## config.mk

```make
export PLATFORM = sky130hd
export DESIGN_NAME = siganfu_turret_controller
export DESIGN_NICKNAME = d
export VERILOG_FILES = /design/src/rtl/siganfu_turret_controller.sv
export SDC_FILE = /design/constraint.sdc
export NUM_CORES = 1
export LEC_CHECK = 0
export ABC_CLOCK_PERIOD_IN_PS = 4400
export BUFFER_PORTS_ARGS = -buffer_cell sky130_fd_sc_hd__buf_2
export CORE_UTILIZATION = 53
export CTS_BUF_LIST = sky130_fd_sc_hd__clkbuf_4 sky130_fd_sc_hd__clkbuf_8
export DETAILED_ROUTE_END_ITERATION = 8
export GPL_ROUTABILITY_DRIVEN = 0
export PLACE_DENSITY = 0.72
export SLEW_MARGIN = 10
export SYNTH_ARGS = -nofsm -noshare
export SYNTH_HDL_FRONTEND = slang
export SYNTH_SLANG_ARGS = --single-unit
```

## constraint.sdc

```tcl
create_clock -name sysclk -period 4.4 [get_ports sysclk]
set_input_delay 0.22 -clock sysclk [delete_from_list [all_inputs] [get_ports sysclk]]
set_output_delay 0.22 -clock sysclk [all_outputs]
set_load 0.01 [all_outputs]
```

## src/rtl/siganfu_turret_controller.sv

```systemverilog
// siganfu_turret_controller: single/burst/auto fire-control FSM with magazines, reload, cooldown and criticality alert
module siganfu_turret_controller #(
  parameter int MAG_SIZE   = 25,
  parameter int MAG_COUNT  = 3,
  parameter int PULSE_CYC  = 5,
  parameter int GAP_CYC    = 1,
  parameter int BURST_LEN  = 3,
  parameter int RELOAD_CYC = 50,
  parameter int COOL_CYC   = 100
) (
  input  logic                           sysclk,
  input  logic                           reboot,
  input  logic                           target_locked,
  input  logic                           is_enemy,
  input  logic                           fire_command,
  input  logic [1:0]                     firing_mode,
  input  logic                           overheat_sensor,
  output logic [2:0]                     current_state,
  output logic                           criticality_alert,
  output logic                           fire_trigger,
  output logic [$clog2(MAG_SIZE+1)-1:0]  bullets_left,
  output logic [$clog2(MAG_COUNT+1)-1:0] magazines_left
);
  localparam int BW   = $clog2(MAG_SIZE+1);
  localparam int MW   = $clog2(MAG_COUNT+1);
  localparam int BLW  = $clog2(BURST_LEN+1);
  localparam int SHOT = PULSE_CYC + GAP_CYC;
  localparam int TMAX = SHOT > RELOAD_CYC ? (SHOT > COOL_CYC ? SHOT : COOL_CYC)
                                          : (RELOAD_CYC > COOL_CYC ? RELOAD_CYC : COOL_CYC);
  localparam int TW   = $clog2(TMAX+1);

  typedef enum logic [2:0] {
    IDLE     = 3'b000,
    SINGLE   = 3'b001,
    AUTO     = 3'b010,
    RELOAD   = 3'b011,
    COOLDOWN = 3'b100,
    DOWNFALL = 3'b101,
    BURST    = 3'b110
  } state_t;

  state_t         state_q;
  logic [BW-1:0]  bullets_q;
  logic [MW-1:0]  mags_q;
  logic [TW-1:0]  timer_q;
  logic [BLW-1:0] burst_q;
  logic           fire_q, alert_q, armed_q, shot_q;
  logic           engage, shoot;

  assign engage = is_enemy & target_locked & fire_command;
  assign shoot  = state_q == SINGLE ? (!shot_q && engage)
                : state_q == BURST  ? (burst_q != '0 && is_enemy && target_locked)
                : engage;

  assign current_state     = state_q;
  assign criticality_alert = alert_q;
  assign fire_trigger      = fire_q;
  assign bullets_left      = bullets_q;
  assign magazines_left    = mags_q;

  // One timer serves both the shot pulse/gap and the reload/cooldown dwell; fire is high while the shot timer is above the gap
  always_ff @(posedge sysclk) begin
    if (reboot) begin
      state_q   <= IDLE;
      bullets_q <= BW'(MAG_SIZE);
      mags_q    <= MW'(MAG_COUNT);
      timer_q   <= '0;
      burst_q   <= '0;
      fire_q    <= 1'b0;
      alert_q   <= 1'b0;
      armed_q   <= 1'b1;
      shot_q    <= 1'b0;
    end else begin
      fire_q <= 1'b0;
      if (!fire_command) armed_q <= 1'b1;
      case (state_q)
        IDLE:
          if (engage && bullets_q != '0) begin
            if (firing_mode == 2'b10) state_q <= AUTO;
            else if (armed_q && firing_mode == 2'b01) begin
              state_q <= BURST;
              burst_q <= BLW'(BURST_LEN);
              armed_q <= 1'b0;
            end else if (armed_q) begin
              state_q <= SINGLE;
              shot_q  <= 1'b0;
              armed_q <= 1'b0;
            end
          end
        SINGLE, BURST, AUTO:
          if (timer_q != '0) begin
            timer_q <= timer_q - 1'b1;
            fire_q  <= timer_q > TW'(GAP_CYC);
          end else if (overheat_sensor) begin
            state_q <= COOLDOWN;
            timer_q <= TW'(COOL_CYC-1);
          end else if (bullets_q == '0) begin
            state_q <= mags_q != '0 ? RELOAD : DOWNFALL;
            timer_q <= mags_q != '0 ? TW'(RELOAD_CYC-1) : '0;
          end else if (shoot) begin
            bullets_q <= bullets_q - 1'b1;
            timer_q   <= TW'(SHOT-1);
            fire_q    <= 1'b1;
            shot_q    <= 1'b1;
            if (state_q == BURST) burst_q <= burst_q - 1'b1;
          end else state_q <= IDLE;
        RELOAD:
          if (timer_q != '0) timer_q <= timer_q - 1'b1;
          else begin
            state_q   <= IDLE;
            bullets_q <= BW'(MAG_SIZE);
            mags_q    <= mags_q - 1'b1;
            alert_q   <= alert_q | (mags_q == MW'(1));
          end
        COOLDOWN:
          if (timer_q != '0) timer_q <= timer_q - 1'b1;
          else state_q <= IDLE;
        DOWNFALL: state_q <= DOWNFALL;
        default:  state_q <= IDLE;
      endcase
    end
  end
endmodule
```

* After elaboration in Yosys (flattened, before gate mapping)
Cells that the tools add are included.
** Operators by class
- Add/sub/neg operators :: 4
- Equal/unequal tests :: 25
- Mux-type cells :: 54
- Bitwise gates (word level) :: 5
- Reduce and logical (&&, ||, !) cells :: 24
- Order comparisons :: 1
** Operators with widths (count)
- 7-bit two-way mux :: 5
- 3-bit two-way mux :: 10
- 5-bit two-way mux :: 5
- 2-bit != test (second input constant) :: 12
- 1-bit two-way mux :: 20
- 9-bit AND reduction :: 2
- 2-bit two-way mux :: 8
- 7-bit case mux with 2 select lines :: 1
- 3-bit case mux with 4 select lines :: 1
- 5-bit case mux with 2 select lines :: 1
- 2-bit nonzero test :: 5
- 3-bit equality test (second input constant) :: 3
- 4-bit != test (second input constant) :: 2
- 7-bit by 1-bit greater-than comparator with 1-bit output (second input constant) :: 1
- 7-bit nonzero test :: 1
- 7-bit by 1-bit subtractor with 7-bit output (second input constant) :: 1
- 3-bit by 2-bit equality test with 1-bit output (second input constant) :: 2
- 6-bit two-way mux :: 1
- 6-bit AND reduction :: 1
- 1-bit logical AND :: 5
- 5-bit zero test :: 1
- 5-bit != test (second input constant) :: 1
- 5-bit AND reduction :: 1
- 5-bit nonzero test :: 1
- other kinds (17) :: 22
** Storage, ports and cells
- Bits of input ports :: 8
- Register bits after elaboration :: 23
- Output and inout bits :: 12
- Word-level logic and storage cells :: 122

* Logic depth before layout (Yosys ltp)
- Word-level depth :: 10
- Mapped depth :: 8
- Gate-level depth less buffers :: 7

* Worst setup path after synthesis
Ideal clock, no wire load.
- Path kind :: reg-to-reg
- Start :: register timer_q[0]
- End :: register burst_q[1]
- Clock period less this slack :: 2.265 ns
- Cell stages (with the launch flop) :: 8
- Library setup time :: 0.070 ns
- Path buffers :: 0
- Data required time :: 4.330 ns
- Setup slack :: 2.135 ns
- Arrival time :: 2.195 ns
- Cell sequence :: dfxtp_1 inv_1 ha_1 or4b_4 nor4_4 or4b_4 or2_0 a21oi_1
** Between the ends
- Word-level cells in the longest chain between the ends :: 3
** Ends and longest elaborated chain
- from (decl) :: RTL line 45 : logic [TW-1:0] timer_q;
- from (signal assigned) :: RTL line 92 : timer_q <= timer_q - 1'b1;
- from (signal assigned) :: RTL line 96 : timer_q <= TW'(COOL_CYC-1);
- from (signal assigned) :: RTL line 99 : timer_q <= mags_q != '0 ? TW'(RELOAD_CYC-1) : '0;
- 7-bit nonzero test :: RTL line 91 : if (timer_q != '0) begin
- 2-bit != test (no line)
- 9-bit AND reduction (no line)
- to (signal assigned) :: RTL line 82 : burst_q <= BLW'(BURST_LEN);
- to (signal assigned) :: RTL line 105 : if (state_q == BURST) burst_q <= burst_q - 1'b1;
- to (decl) :: RTL line 46 : logic [BLW-1:0] burst_q;
Every way passes these cells.
A chain may end at the register's enable or synchronous reset.

* Final worst setup path
Same ends and word-level chain as after synthesis.

==> flow_summary.ini <==
[status]
status = complete, no violations

[route]
postRouteAntennaNets = 0
vias = 1719
first_pass_iters = 4
viasPerCell = 6.41
drt_first_iter_violations = 167
routed_wl_um = 4240
post_drt_wl_per_cell_um = 15.8
drc = 0

[power]
irDropWorstVdd_mv = 0.271
pwr-share-clk = 0.092
p_int_mw = 0.582
power.leakage_nw = 0.678
powerDensity_mw_per_mm2 = 652
power_mw = 1.19
p_sw_frac = 0.509
netSwitchingPower_mw = 0.604
p_seq_frac = 0.282
combPwrFrac = 0.627

[clocking]
ctsRootBufferMaster = clkbuf_4
clk_pin_slew_worst_paths_ns = 0.14
holdBufCountCts = 0
cts_tree = done
cts.sinks = 23
clock_latency_ns = 0.32
clockBufferDepth = 2
postCtsSetupRepairBufs = 0
htree_levels = 1
numCtsBuffers = 3
cts-resized-gates = 0

[setup_path]
start_kind = flop
end_kind = flop
cpPeakStageDelay_ns = 0.54
cp_data_arrival_time_ns = 2.73
critPathRequiredTime_ns = 4.65
crit_slowest_cell = or4b_4
crit_chain = inv_1, ha_1, or4b_4, nor4_4, or4b_4, or2_0, a21oi_1
critPathKind = reg -> reg
critical_path.max_fanout = 6
crit_top_cell = or4b_4

[sta]
max_freq_ghz = 0.404
setup_violations = 0
tightestPinTransition_ns = 0.851
fin_crit_sh = 0.563
slew_viol_final = 0
hold_viol_final = 0
worst_hold_slack_ns = 0.239
timing.final.crit_period_ns = 2.48
setup_tns_ns = 0
fin_skew_ns = 0.0120
slew_headroom = 0.431
rsz0062_at_grt = false

[synth]
ys_ff_latch = 23
yosysUniqueCellTypes = 53
synth_top_area_cell = dfxtp_1
synth_edf_count = 0
yosysWarnings = 0
yosysSeqAreaShare = 0.274
syn_area_mm2 = 0.00168
ys_top_cells_by_area = dfxtp_1 27%, ha_1 6.0%, a21oi_1 5.4%, nor2_1 3.4%, a211oi_1 3.1%
async_flop_share = 0
syn_area_per_cell_um2 = 8.00
synthCells = 210
ys.flop_type = dfxtp_1
syn_nets = 226
yosysTopAreaCellShare = 0.274

[final_layout]
num_antenna_cells = 0
final_nets = 241
area_growth_pct = 8.42
fin_area_mm2 = 0.00182
fin_cells = 268
final_common_cell = dfxtp_1
drive_gt1_frac = 0.165
final_cell_mix = 23 x dfxtp_1, 19 x buf_2, 18 x a21oi_1

[global_routing]
globalRouteOverflowTotal = 0
grt_start_max_net_pins = 23
antenna_found_initial = 0
grt_pass1_vias = 1585
grt_pass1_wl_um = 7150
grtUsageTotal = 0.269

[floorplan]
io_pins = 20
fp.dieW_um = 58.3
die_area_mm2 = 0.00340
num_rows = 20
die_h_um = 58.3
initial_core_util = 0.555
core_mm2 = 0.00303

[placed_design]
place_area_mm2 = 0.00179
place_inst = 264
portBuffers = 19
post-dp-hpwl_um = 3080

[worst_hold_path]
worstHoldPathType = in -> reg

[run]
drv_cap = 0
[metal layers]
layer  global-route usage  vias up  share of wire
li1                     -      834              -
met1                0.370      786           0.45
met2                0.425       86           0.45
met3               0.0424       13          0.072
met4               0.0986        0          0.020
met5                    0        -              0
[sequential cells by signal (all words and copies together), names as in the netlist]
| signal | count |
|---|---|
| timer_q | 7 |
| armed_q | 1 |
| current_state | 3 |
| magazines_left | 2 |
| burst_q | 2 |
| criticality_alert | 1 |
| shot_q | 1 |
| bullets_left | 5 |
| fire_trigger | 1 |
[power by group through the flow]
stage	Sequential, mW	Clock, mW	Combinational (mW)
after floorplan	0.310	0	0.595
after global placement	0.331	0	0.710
after detailed placement	0.336	0	0.726
after CTS	0.331	0.111	0.732
after global routing	0.342	0.119	0.828
final	0.334	0.109	0.743
[critical path: cells and delay by family (launching register included)]
family / cells / cell delay, ns
compound gates: 1 / 0.12
simple gates: 4 / 1.66
buf+inv: 1 / 0.09
flops: 1 / 0.38
fa+ha+maj: 1 / 0.19
[cell families after synthesis]
kind of cell / synth area share
AND/OR/NAND/NOR: 0.335
AO/OA/AOI/OAI: 0.271
flip-flops: 0.274
buffers and inverters: 0.0499
adder cells (fa/ha/maj): 0.0596
XOR/XNOR: 0.00522
multiplexers: 0.00596
[cell type report]
cell class,count,area [um2]
inverters,12,45.0
fillers,287,1210
flip-flops and latches,23,460
multi-input cells,166,1130
well taps,44,55.1
repair buffers,19,95.1
clock buffers,4,30.0
[cells in the mapped netlist (2+ instances only)]
| cell | instances |
|---|---|
| dfxtp_1 | 23 |
| a21oi_1 | 18 |
| nor2_1 | 15 |
| inv_1 | 12 |
| o21ai_0 | 10 |
| nand2_1 | 9 |
| ha_1 | 8 |
| a211oi_1 | 7 |
| clkbuf_1 | 7 |
| nor3_1 | 7 |
| o31ai_1 | 7 |
| nand2b_1 | 6 |
| nor4_1 | 6 |
| nand3b_1 | 5 |
| or2_2 | 5 |
| or3_1 | 5 |
| a31oi_1 | 4 |
| nand3_1 | 4 |
| nor2b_1 | 4 |
| nand4_1 | 3 |
| o22ai_1 | 3 |
| a21o_1 | 2 |
| a32oi_1 | 2 |
| and2_1 | 2 |
| nor4b_1 | 2 |
| nor4b_2 | 2 |
| o211ai_1 | 2 |
| o311ai_0 | 2 |
| o32ai_1 | 2 |
| or4_1 | 2 |
| or4b_4 | 2 |
[stage by stage]
step,setup WS (ns),util
floorplan,2.13,-
global placement,2.07,0.591
detailed placement,1.98,0.591
CTS,1.93,0.601
global route,1.75,0.601
finish,1.92,0.601
[worst paths after layout]
path | slack [ns] | cells after the start | from | end
max | 1.92 | 7 | timer_q[0] | burst_q[1]
min | 0.24 | 3 | fire_command | armed_q
max reg2reg | 1.92 | 7 | timer_q[0] | burst_q[1]
min reg2reg | 0.49 | 2 | criticality_alert | criticality_alert
(Power assumes the default switching activity.)
